`config.mk`:
```
export PLATFORM = sky130hd
export DESIGN_NAME = sc_to_bin_flat
export DESIGN_NICKNAME = d
export VERILOG_FILES = /design/src/rtl/sc_pkg.sv /design/src/rtl/sc_to_bin_if.sv /design/src/rtl/s2b_window_ctr.sv /design/src/rtl/sc_to_bin.sv /design/src/flat_wrapper.sv
export SDC_FILE = /design/constraint.sdc
export NUM_CORES = 1
export LEC_CHECK = 0
export BUFFER_PORTS_ARGS = -buffer_cell sky130_fd_sc_hd__buf_2
export CELL_PAD_IN_SITES_DETAIL_PLACEMENT = 2
export CELL_PAD_IN_SITES_GLOBAL_PLACEMENT = 2
export CORE_MARGIN = 2
export CORE_UTILIZATION = 36
export CTS_CLUSTER_DIAMETER = 200
export DETAILED_ROUTE_END_ITERATION = 7
export PLACE_DENSITY = 0.86
export SETUP_SLACK_MARGIN = 0.5
export SLEW_MARGIN = 30
export SYNTH_ARGS = -nofsm -noshare
export SYNTH_HDL_FRONTEND = slang
export SYNTH_SLANG_ARGS = --single-unit
```
`constraint.sdc`:
```
create_clock -name clock -period 4.5 [get_ports clock]
set_input_delay 0.225 -clock clock [delete_from_list [all_inputs] [get_ports clock]]
set_output_delay 0.225 -clock clock [all_outputs]
set_load 0.02 [all_outputs]
```
`src/rtl/sc_pkg.sv`:
```
// Shared definitions for the stochastic-to-binary decoder.
// Holds the decoder FSM state type and the window-length derivation
// (a window is 2^N accepted bitstream samples).
package sc_pkg;

    typedef enum logic [1:0] {
        StIdle  = 2'd0,
        StAccum = 2'd1,
        StDone  = 2'd2
    } state_e;

    // Number of accepted samples in one window for a given log2 length.
    function automatic int unsigned win_len(input int unsigned n);
        return 32'd1 << n;
    endfunction

endpackage

```
`src/rtl/sc_to_bin_if.sv`:
```
// Bitstream / result bundle for sc_to_bin.
// master: drives start, bit_in, bit_valid; observes result, result_valid, busy.
// slave : the decoder side.
interface sc_to_bin_if #(
    parameter int unsigned N = 2
) ();

    logic         start;
    logic         bit_in;
    logic         bit_valid;
    logic [N:0]   result;
    logic         result_valid;
    logic         busy;

    modport master (
        output start, bit_in, bit_valid,
        input  result, result_valid, busy
    );

    modport slave (
        input  start, bit_in, bit_valid,
        output result, result_valid, busy
    );

endinterface

```
`src/rtl/s2b_window_ctr.sv`:
```
// Window sample counter for sc_to_bin.
// Ports:
//   clock, reset : clock and asynchronous active-high reset
//   clear        : synchronous clear (priority over enable)
//   en           : count one accepted sample
//   count        : N+1-bit sample count (reaches 2^N without wrapping)
//   tc           : terminal count -- the next accepted sample completes the window
module s2b_window_ctr
    import sc_pkg::*;
#(
    parameter int unsigned N = 2
) (
    input  logic       clock,
    input  logic       reset,
    input  logic       clear,
    input  logic       en,
    output logic [N:0] count,
    output logic       tc
);

    localparam logic [N:0] LastIdx = (N + 1)'(win_len(N) - 1);

    always_ff @(posedge clock or posedge reset) begin
        if (reset) begin
            count <= '0;
        end else if (clear) begin
            count <= '0;
        end else if (en) begin
            count <= count + 1'b1;
        end
    end

    // Deliberately not qualified by en so the top can gate it without a comb loop.
    assign tc = (count == LastIdx);

endmodule

```
`src/rtl/sc_to_bin.sv`:
```
// Stochastic bitstream to binary decoder.
// Counts the ones in a window of 2^N valid samples after a start request and
// publishes the decoded value with a one-cycle result_valid pulse.
// Ports:
//   clock, reset : clock and asynchronous active-high reset
//   bus (slave)  : start, bit_in, bit_valid in; result, result_valid, busy out
// Configuration:
//   SC_BIPOLAR_EN undefined -> result = ones count (unsigned, 0..2^N)
//   SC_BIPOLAR_EN defined   -> result = 2*ones - 2^N, two's complement,
//                              saturated to 2^N-1 for an all-ones window
module sc_to_bin
    import sc_pkg::*;
#(
    parameter int unsigned N = 2
) (
    input logic         clock,
    input logic         reset,
    sc_to_bin_if.slave  bus
);

    localparam logic [N:0] WinVal = (N + 1)'(win_len(N));

    state_e     state_q, state_d;
    logic [N:0] ones_q, ones_d;
    logic [N:0] result_q, result_d;
    logic [N:0] sample_cnt;
    logic       at_last;
    logic       cnt_clear;
    logic       accept;

    function automatic logic [N:0] encode(input logic [N:0] ones);
`ifdef SC_BIPOLAR_EN
        logic [N+1:0] dbl;
        dbl = {ones, 1'b0} - {1'b0, WinVal};
        // +2^N is not representable in N+1 bits; clamp to the largest positive.
        if (ones == WinVal) begin
            return {1'b0, {N{1'b1}}};
        end
        return dbl[N:0];
`else
        return ones;
`endif
    endfunction

    s2b_window_ctr #(
        .N (N)
    ) u_window_ctr (
        .clock (clock),
        .reset (reset),
        .clear (cnt_clear),
        .en    (accept),
        .count (sample_cnt),
        .tc    (at_last)
    );

    always_comb begin
        state_d   = state_q;
        ones_d    = ones_q;
        result_d  = result_q;
        cnt_clear = 1'b0;
        accept    = 1'b0;
        unique case (state_q)
            StIdle: begin
                if (bus.start) begin
                    state_d   = StAccum;
                    cnt_clear = 1'b1;
                    ones_d    = '0;
                end
            end
            StAccum: begin
                // start beats any sample in the same cycle, including the last one.
                if (bus.start) begin
                    cnt_clear = 1'b1;
                    ones_d    = '0;
                end else if (bus.bit_valid) begin
                    accept = 1'b1;
                    ones_d = ones_q + {{N{1'b0}}, bus.bit_in};
                    if (at_last) begin
                        state_d  = StDone;
                        result_d = encode(ones_d);
                    end
                end
            end
            StDone: begin
                if (bus.start) begin
                    state_d   = StAccum;
                    cnt_clear = 1'b1;
                    ones_d    = '0;
                end else begin
                    state_d = StIdle;
                end
            end
            default: state_d = StIdle;
        endcase
    end

    always_ff @(posedge clock or posedge reset) begin
        if (reset) begin
            state_q  <= StIdle;
            ones_q   <= '0;
            result_q <= '0;
        end else begin
            state_q  <= state_d;
            ones_q   <= ones_d;
            result_q <= result_d;
        end
    end

    assign bus.result       = result_q;
    assign bus.result_valid = (state_q == StDone);
    assign bus.busy         = (state_q == StAccum);

    sample_cnt_bound: assert property (@(posedge clock) disable iff (reset)
        sample_cnt <= WinVal);

endmodule

```
`src/flat_wrapper.sv`:
```
// flat-port wrapper written by rule: the top's interface ports become plain ports
module sc_to_bin_flat import sc_pkg::*;
#(
    parameter int unsigned N = 2
)
  (clock, reset, bus_start, bus_bit_in, bus_bit_valid, bus_result, bus_result_valid, bus_busy);
  sc_to_bin_if #(.N(N)) bus_i ();
  input logic clock;
  input logic reset;
  input wire logic [$bits(bus_i.start)-1:0] bus_start;
  input wire logic [$bits(bus_i.bit_in)-1:0] bus_bit_in;
  input wire logic [$bits(bus_i.bit_valid)-1:0] bus_bit_valid;
  output wire logic [$bits(bus_i.result)-1:0] bus_result;
  output wire logic [$bits(bus_i.result_valid)-1:0] bus_result_valid;
  output wire logic [$bits(bus_i.busy)-1:0] bus_busy;
  assign bus_i.start = bus_start;
  assign bus_i.bit_in = bus_bit_in;
  assign bus_i.bit_valid = bus_bit_valid;
  assign bus_result = bus_i.result;
  assign bus_result_valid = bus_i.result_valid;
  assign bus_busy = bus_i.busy;
  sc_to_bin #(.N(N)) u_core (.clock(clock), .reset(reset), .bus(bus_i));
endmodule
```
Yosys cells after proc, flatten, opt, wreduce, memory -nomap -nowiden
Cells that the tools add are included.
{ "classes": {"eq_ne": 9, "n_mux": 17, "bitwise_logic": 1, "reduce_logical": 8, "addsub": 2} }
{ "op_table": {"columns": ["cell", "n"], "rows": [
  ["$mux W3", 5],
  ["$mux W2", 4],
  ["$reduce_and A4 Y1", 2],
  ["$mux W1", 6],
  ["$ne A2 B2 Y1 const B", 3],
  ["$pmux W2 S3", 1],
  ["$pmux W3 S2", 1],
  ["$ne A2 B1 Y1 const B", 2],
  ["$reduce_bool A2 Y1", 2],
  ["$add A3 B1 Y3", 1],
  ["$add A3 B1 Y3 const B", 1],
  ["$eq A3 B2 Y1 const B", 1],
  ["$ne A3 B3 Y1 const B", 1],
  ["$reduce_and A3 Y1", 1],
  ["$reduce_or A3 Y1", 1],
  ["$eq A2 B1 Y1 const B", 1],
  ["$eq A2 B2 Y1 const B", 1],
  ["$logic_not A2 Y1", 1],
  ["$reduce_or A2 Y1", 1],
  ["$not A1 Y1", 1]
]} }
{ "totals": {"inputBits": 5, "word_cells": 41, "out_inout_bits": 5, "reg_bits": 11} }

Logic depth before layout (Yosys ltp)
{ "logic_depth": {"ltp_word": 5, "ltp_mapped": 5, "mapped_depth_nobuf": 5} }

Cells and area by module
Synthesis repeated with hierarchy kept, for this count alone.
{ "hier_totals": {"cells_unflattened": 51, "hier_area_um2": 574.3} }
{ "modules_own_cells": {"columns": ["module", "seq_area_each_um2", "area_each_um2", "n_inst", "cells_each"], "rows": [
  ["sc_to_bin", 200.2, 429.2, 1, 38],
  ["s2b_window_ctr", 75.1, 145.1, 1, 13]
]} }

Least setup slack after synthesis
Ideal clock, no wire load.
{ "synth_path": {"path_kind": "register -> register", "from": "register u_core.u_window_ctr.count[0]", "to": "register u_core.result_q[0], in the netlist u_core.bus.result[0]", "setup_time_ps": 125, "setup_slack_ps": 3040, "path_buffers": 1, "period_less_slack_ps": 1460, "t_arrival_ps": 1335, "stages_incl_launch_ff": 6, "required_ps": 4375, "path_cell_list": "dfrtp_1 ha_1 ha_1 and3_1 buf_6 mux2_4"} }
{ "synth_between": {"elab_chain_cells": 2} }
{ "synth_lines": {"columns": ["item", "line", "text"], "rows": [
  ["start: declaration", "s2b_window_ctr.sv:17", "output logic [N:0] count,"],
  ["start signal: assignment", "s2b_window_ctr.sv:29", "count <= count + 1'b1;"],
  ["$eq A3 B2 Y1", "s2b_window_ctr.sv:34", "assign tc = (count == LastIdx);"],
  ["$reduce_and A4 Y1 (no source line)", null, null],
  ["end signal: assignment", "sc_to_bin.sv:105", "result_q <= result_d;"],
  ["end: declaration", "sc_to_bin.sv:25", "logic [N:0] result_q, result_d;"]
]} }
Every way passes these cells.
A chain may end at the register's enable or synchronous reset.

Worst setup path in the final report
{ "layout_path": {"from": "register u_core.state_q[1]", "to": "register u_core.result_q[1], in the netlist u_core.bus.result[1]"} }
{ "layout_between": {"elab_chain_cells": 2} }
{ "layout_lines": {"columns": ["item", "line", "text"], "rows": [
  ["start: declaration", "sc_to_bin.sv:23", "state_e state_q, state_d;"],
  ["start signal: assignment", "sc_to_bin.sv:99", "state_q <= StIdle;"],
  ["start signal: assignment", "sc_to_bin.sv:103", "state_q <= state_d;"],
  ["$eq A2 B1 Y1", "sc_to_bin.sv:62", "unique case (state_q)"],
  ["$reduce_and A4 Y1 (no source line)", null, null]
]} }
Every way passes these cells.

==> impl.org <==
** Critical path
- Worst path required time :: 4.65 ns
- Number of buffer and inverter instances along the worst setup path :: 0
- Critical Path Slowest Stage Cell :: sky130_fd_sc_hd__dfrtp_1
- For the worst setup path, the data arrival time is 1.77 ns.
- The critical path is of the register to register type.
- STA classifies the critical path endpoint as a register.
- Slowest Stage Delay on Critical Path :: 0.54 ns
- Broken down by cell family, the worst path's largest delay share belongs to simple AND/OR/NAND/NOR gates.
- The most critical setup path has its startpoint at u_core.state_q[1].
- Critical Path Fanout Max :: 12
- Launch point of the worst reg-to-reg path :: u_core.state_q[1]
- The worst setup path is launched from a register.
- Cell-by-cell trace of the critical path :: nor3b_4 > and3_1 > mux2_4

** Final layout
- After filler insertion, the fill cell instance count of the layout stands at 171.
- Commonest cells after routing, fill and taps aside :: sky130_fd_sc_hd__dfrtp_1, sky130_fd_sc_hd__buf_2, sky130_fd_sc_hd__nand2_1, sky130_fd_sc_hd__o21ai_0, sky130_fd_sc_hd__ha_1
- Utilization after layout :: between 40 and 50%
- Number of nets in the layout :: 75
- Final instance count without filler cells :: a little over 80
- Compared with the post-synthesis result, the final layout area differs by 13.7%.
- Share of final-layout standard cells stronger than drive strength 1 :: 24.6%
- Most frequent standard cell in the layout excluding fill and tap cells :: sky130_fd_sc_hd__dfrtp_1
- The repair_antennas step left the layout with diodes totalling 0.

** Global route
- The first global-routing pass estimated 2.48 mm of wire.
- Via count of the first global-routing pass :: 518
- The initial antenna violation count came to 0.
- Total global routing overflow :: 0
- Maximum number of pins on one net before global-route repair :: 15
- Tot GR Track Use :: 18.0%

** Clock network
- In this run the number of H-tree levels came out at 1.
- Number of buffers between clock root and the deepest sink :: 2
- CTS Root Cell :: sky130_fd_sc_hd__clkbuf_4
- Post-CTS repair changed the size of 0 cells.
- Clock-pin slew was measured on the worst setup and hold paths at about 0.080 ns.
- Clock network latency to the later pin of the worst-skew pair :: 0.27 ns
- Number of sinks on the clock net :: 11
- In this run, CTS created clock tree buffers numbering 3.
- Quantity of hold-fixing buffers added after cts :: 1
- Clock tree from TritonCTS :: done
- In this run the post-CTS setup repair buffer count came out at 0.

** Logic synthesis
- Counting flops and latches in the post-synthesis netlist gives 11.
- The number of nets handed over by synthesis was between 60 and 70.
- Sequential elements use 46.4% of the synthesized area.
- Synthesized area per cell :: 11.0 sq um
- Yosys warning count :: 0
- Netlist Area Pre-Place :: 593 sq um
- Count of mapped cells out of synthesis :: 54
- Number of different library cells in the post-synthesis netlist :: 21

** Place
- Input and output buffers added on the ports amount to 9.
- After legalization and detailed placement, the total HPWL measured 1.08 mm.
- At the placement stage, the worst setup path has a slack of 2.89 ns.
- In this run, placement finished with an instance count of 76.
- At the end of routability-driven placement, the weighted congestion stood at 0.700.

** Min path
- In this run the most critical hold path is launched from bus_start.
- The tightest min-delay check is of the input pin to register type.

** Die
- Once the floorplan was initialized, standard cells occupied 38.9% of the core.
- The floorplan step defined a core boundary enclosing 0.00152 sq mm.
- Placement row count :: 14
- During I/O placement, the number of pins put on the boundary was 10.
- Die area :: 0.00199 sq mm
- The floorplan step set the die height to about 45 um.
- Measured along the x axis, the die boundary spans 44.6 um.

** Route
- In the final routed layout, each cell accounts on average for 17.6 um.
- After detailed routing, the number of remaining DRC violations is 0.
- Number of vias after detailed routing :: 443
- After detailed routing, the number of vias per cell comes to 5.47.
- Summed over all layers, the routed wires come to 1.43 mm.
- Router iterations before antenna repair :: 2
- Number of DRC markers in iteration 0 :: 3
- The detail route stage leaves a number of antenna-violating nets equal to 0.

** Outcome
- Status :: finished clean

** Timing
- Dividing the final minimum period by the clock period gives 36.0%.
- Maximum frequency from static timing analysis :: about 0.6 GHz
- Across all setup checks in the final design, the least slack found is 2.88 ns.
- Clock Skew :: 0.00412 ns
- Setup repair after global routing missed its margin :: no
- Final critical delay including setup and external delays :: approximately 1.6 ns
- The max-slew violation count came to 0.
- Summed over all failing endpoints, the final setup total negative slack is 0 ns.
- Number of setup violations in the final report :: 0
- In this run the tightest slew margin relative to its limit is a little over two thirds.
- Least-Margin Pin Slew :: between 0.4 and 0.5 ns
- The hold violation total from the final report was 0.

** Power and ir drop
- VDD sags by at most 0.177 mV.
- For this design the static power due to leakage is approximately 0.34 nW.
- For this design the ratio of total power to cell area is 307 mW/mm^2.
- The design draws between 0.0002 and 0.00025 W.

** Flow run
- The tool flagged a number of max-cap violations equal to 0.
==> synth_stat cells, drive strengths merged <==
cell type / n / area share, %
dfrtp: 11 / 46
nand2: 6 / 3.8
ha: 4 / 8.4
o21ai: 4 / 3.4
a21oi: 3 / 2.5
a32oi: 3 / 4.4
inv: 3 / 1.9
mux2: 3 / 7.6
nand3: 3 / 2.5
a22o: 2 / 3.0
buf: 2 / 2.7
nor2b: 2 / 2.1
a22oi: 1 / 1.3
and3: 1 / 1.1
clkbuf: 1 / 0.63
nand3b: 1 / 1.3
nor3: 1 / 0.84
nor3b: 1 / 3.2
or3b: 1 / 1.5
xor2: 1 / 1.5
==> power breakdown <==
part           internal (W)  switching [W]  total (W)
Sequential         0.000104     0.00000550   0.000110
Clock             0.0000343      0.0000349  0.0000692
Combinational     0.0000128      0.0000154  0.0000282
Total              0.000151      0.0000558   0.000207
==> worst paths after layout <==
check	endpoint	slack (ns)	cells past startpoint
setup / recovery	u_core.bus.result[1]	2.88	3
hold / removal	u_core.state_q[0]	0.31	3
setup reg to reg	u_core.bus.result[1]	2.88	3
hold reg to reg	u_core.bus.result[2]	0.52	1
max in group asynchronous	u_core.u_window_ctr.count[0]	3.70	3
min in group asynchronous	u_core.bus.result[2]	0.49	3
==> sequential cells by signal, indices dropped and copies added, names as in the netlist <==
register,cells
u_core.u_window_ctr.count,3
u_core.bus.result,3
u_core.state_q,2
u_core.ones_q,3
==> logic make-up after synthesis <==
family | count (synthesis) | synth area share (%)
buffers and inverters | 6 | 5.27
adder cells (fa/ha/maj) | 4 | 8.44
multiplexers | 3 | 7.59
flip-flops | 11 | 46.4
AO/OA/AOI/OAI | 13 | 14.6
XOR/XNOR | 1 | 1.48
AND/OR/NAND/NOR | 16 | 16.2
==> routing by layer <==
layer / vias up / track usage, % / routed length (um)
met5: - / 0 / 0
met4: 0 / 8.48 / 0
met3: 0 / 6.94 / 54
met2: 9 / 27.8 / 735
met1: 218 / 21.9 / 636
li1: 216 / - / -
==> tightest hold or removal path, cell delays in order <==
cell and delay (ns):
sky130_fd_sc_hd__buf_2 0.14, sky130_fd_sc_hd__a21oi_1 0.13, sky130_fd_sc_hd__a21oi_1 0.05
==> per-stage QoR <==
stage | cell area (sq um) | hold WS (ns)
after floorplan | 593 | 0.0774
after global placement | 638 | 0.236
after detailed placement | 638 | 0.253
after CTS | 674 | 0.304
after global routing | 674 | 0.323
final | 674 | 0.312
==> final cells by class <==
cell class | instances | area, sq um | share of cell area, %
sequential | 11 | 275 | 40.8
clock buffer | 4 | 26.3 | 3.90
multi-input combinational | 37 | 287 | 42.5
tap | 16 | 20.0 | 2.97
inverter | 3 | 11.3 | 1.67
timing repair buffer | 10 | 55.1 | 8.16
(Power assumes the default switching activity.)
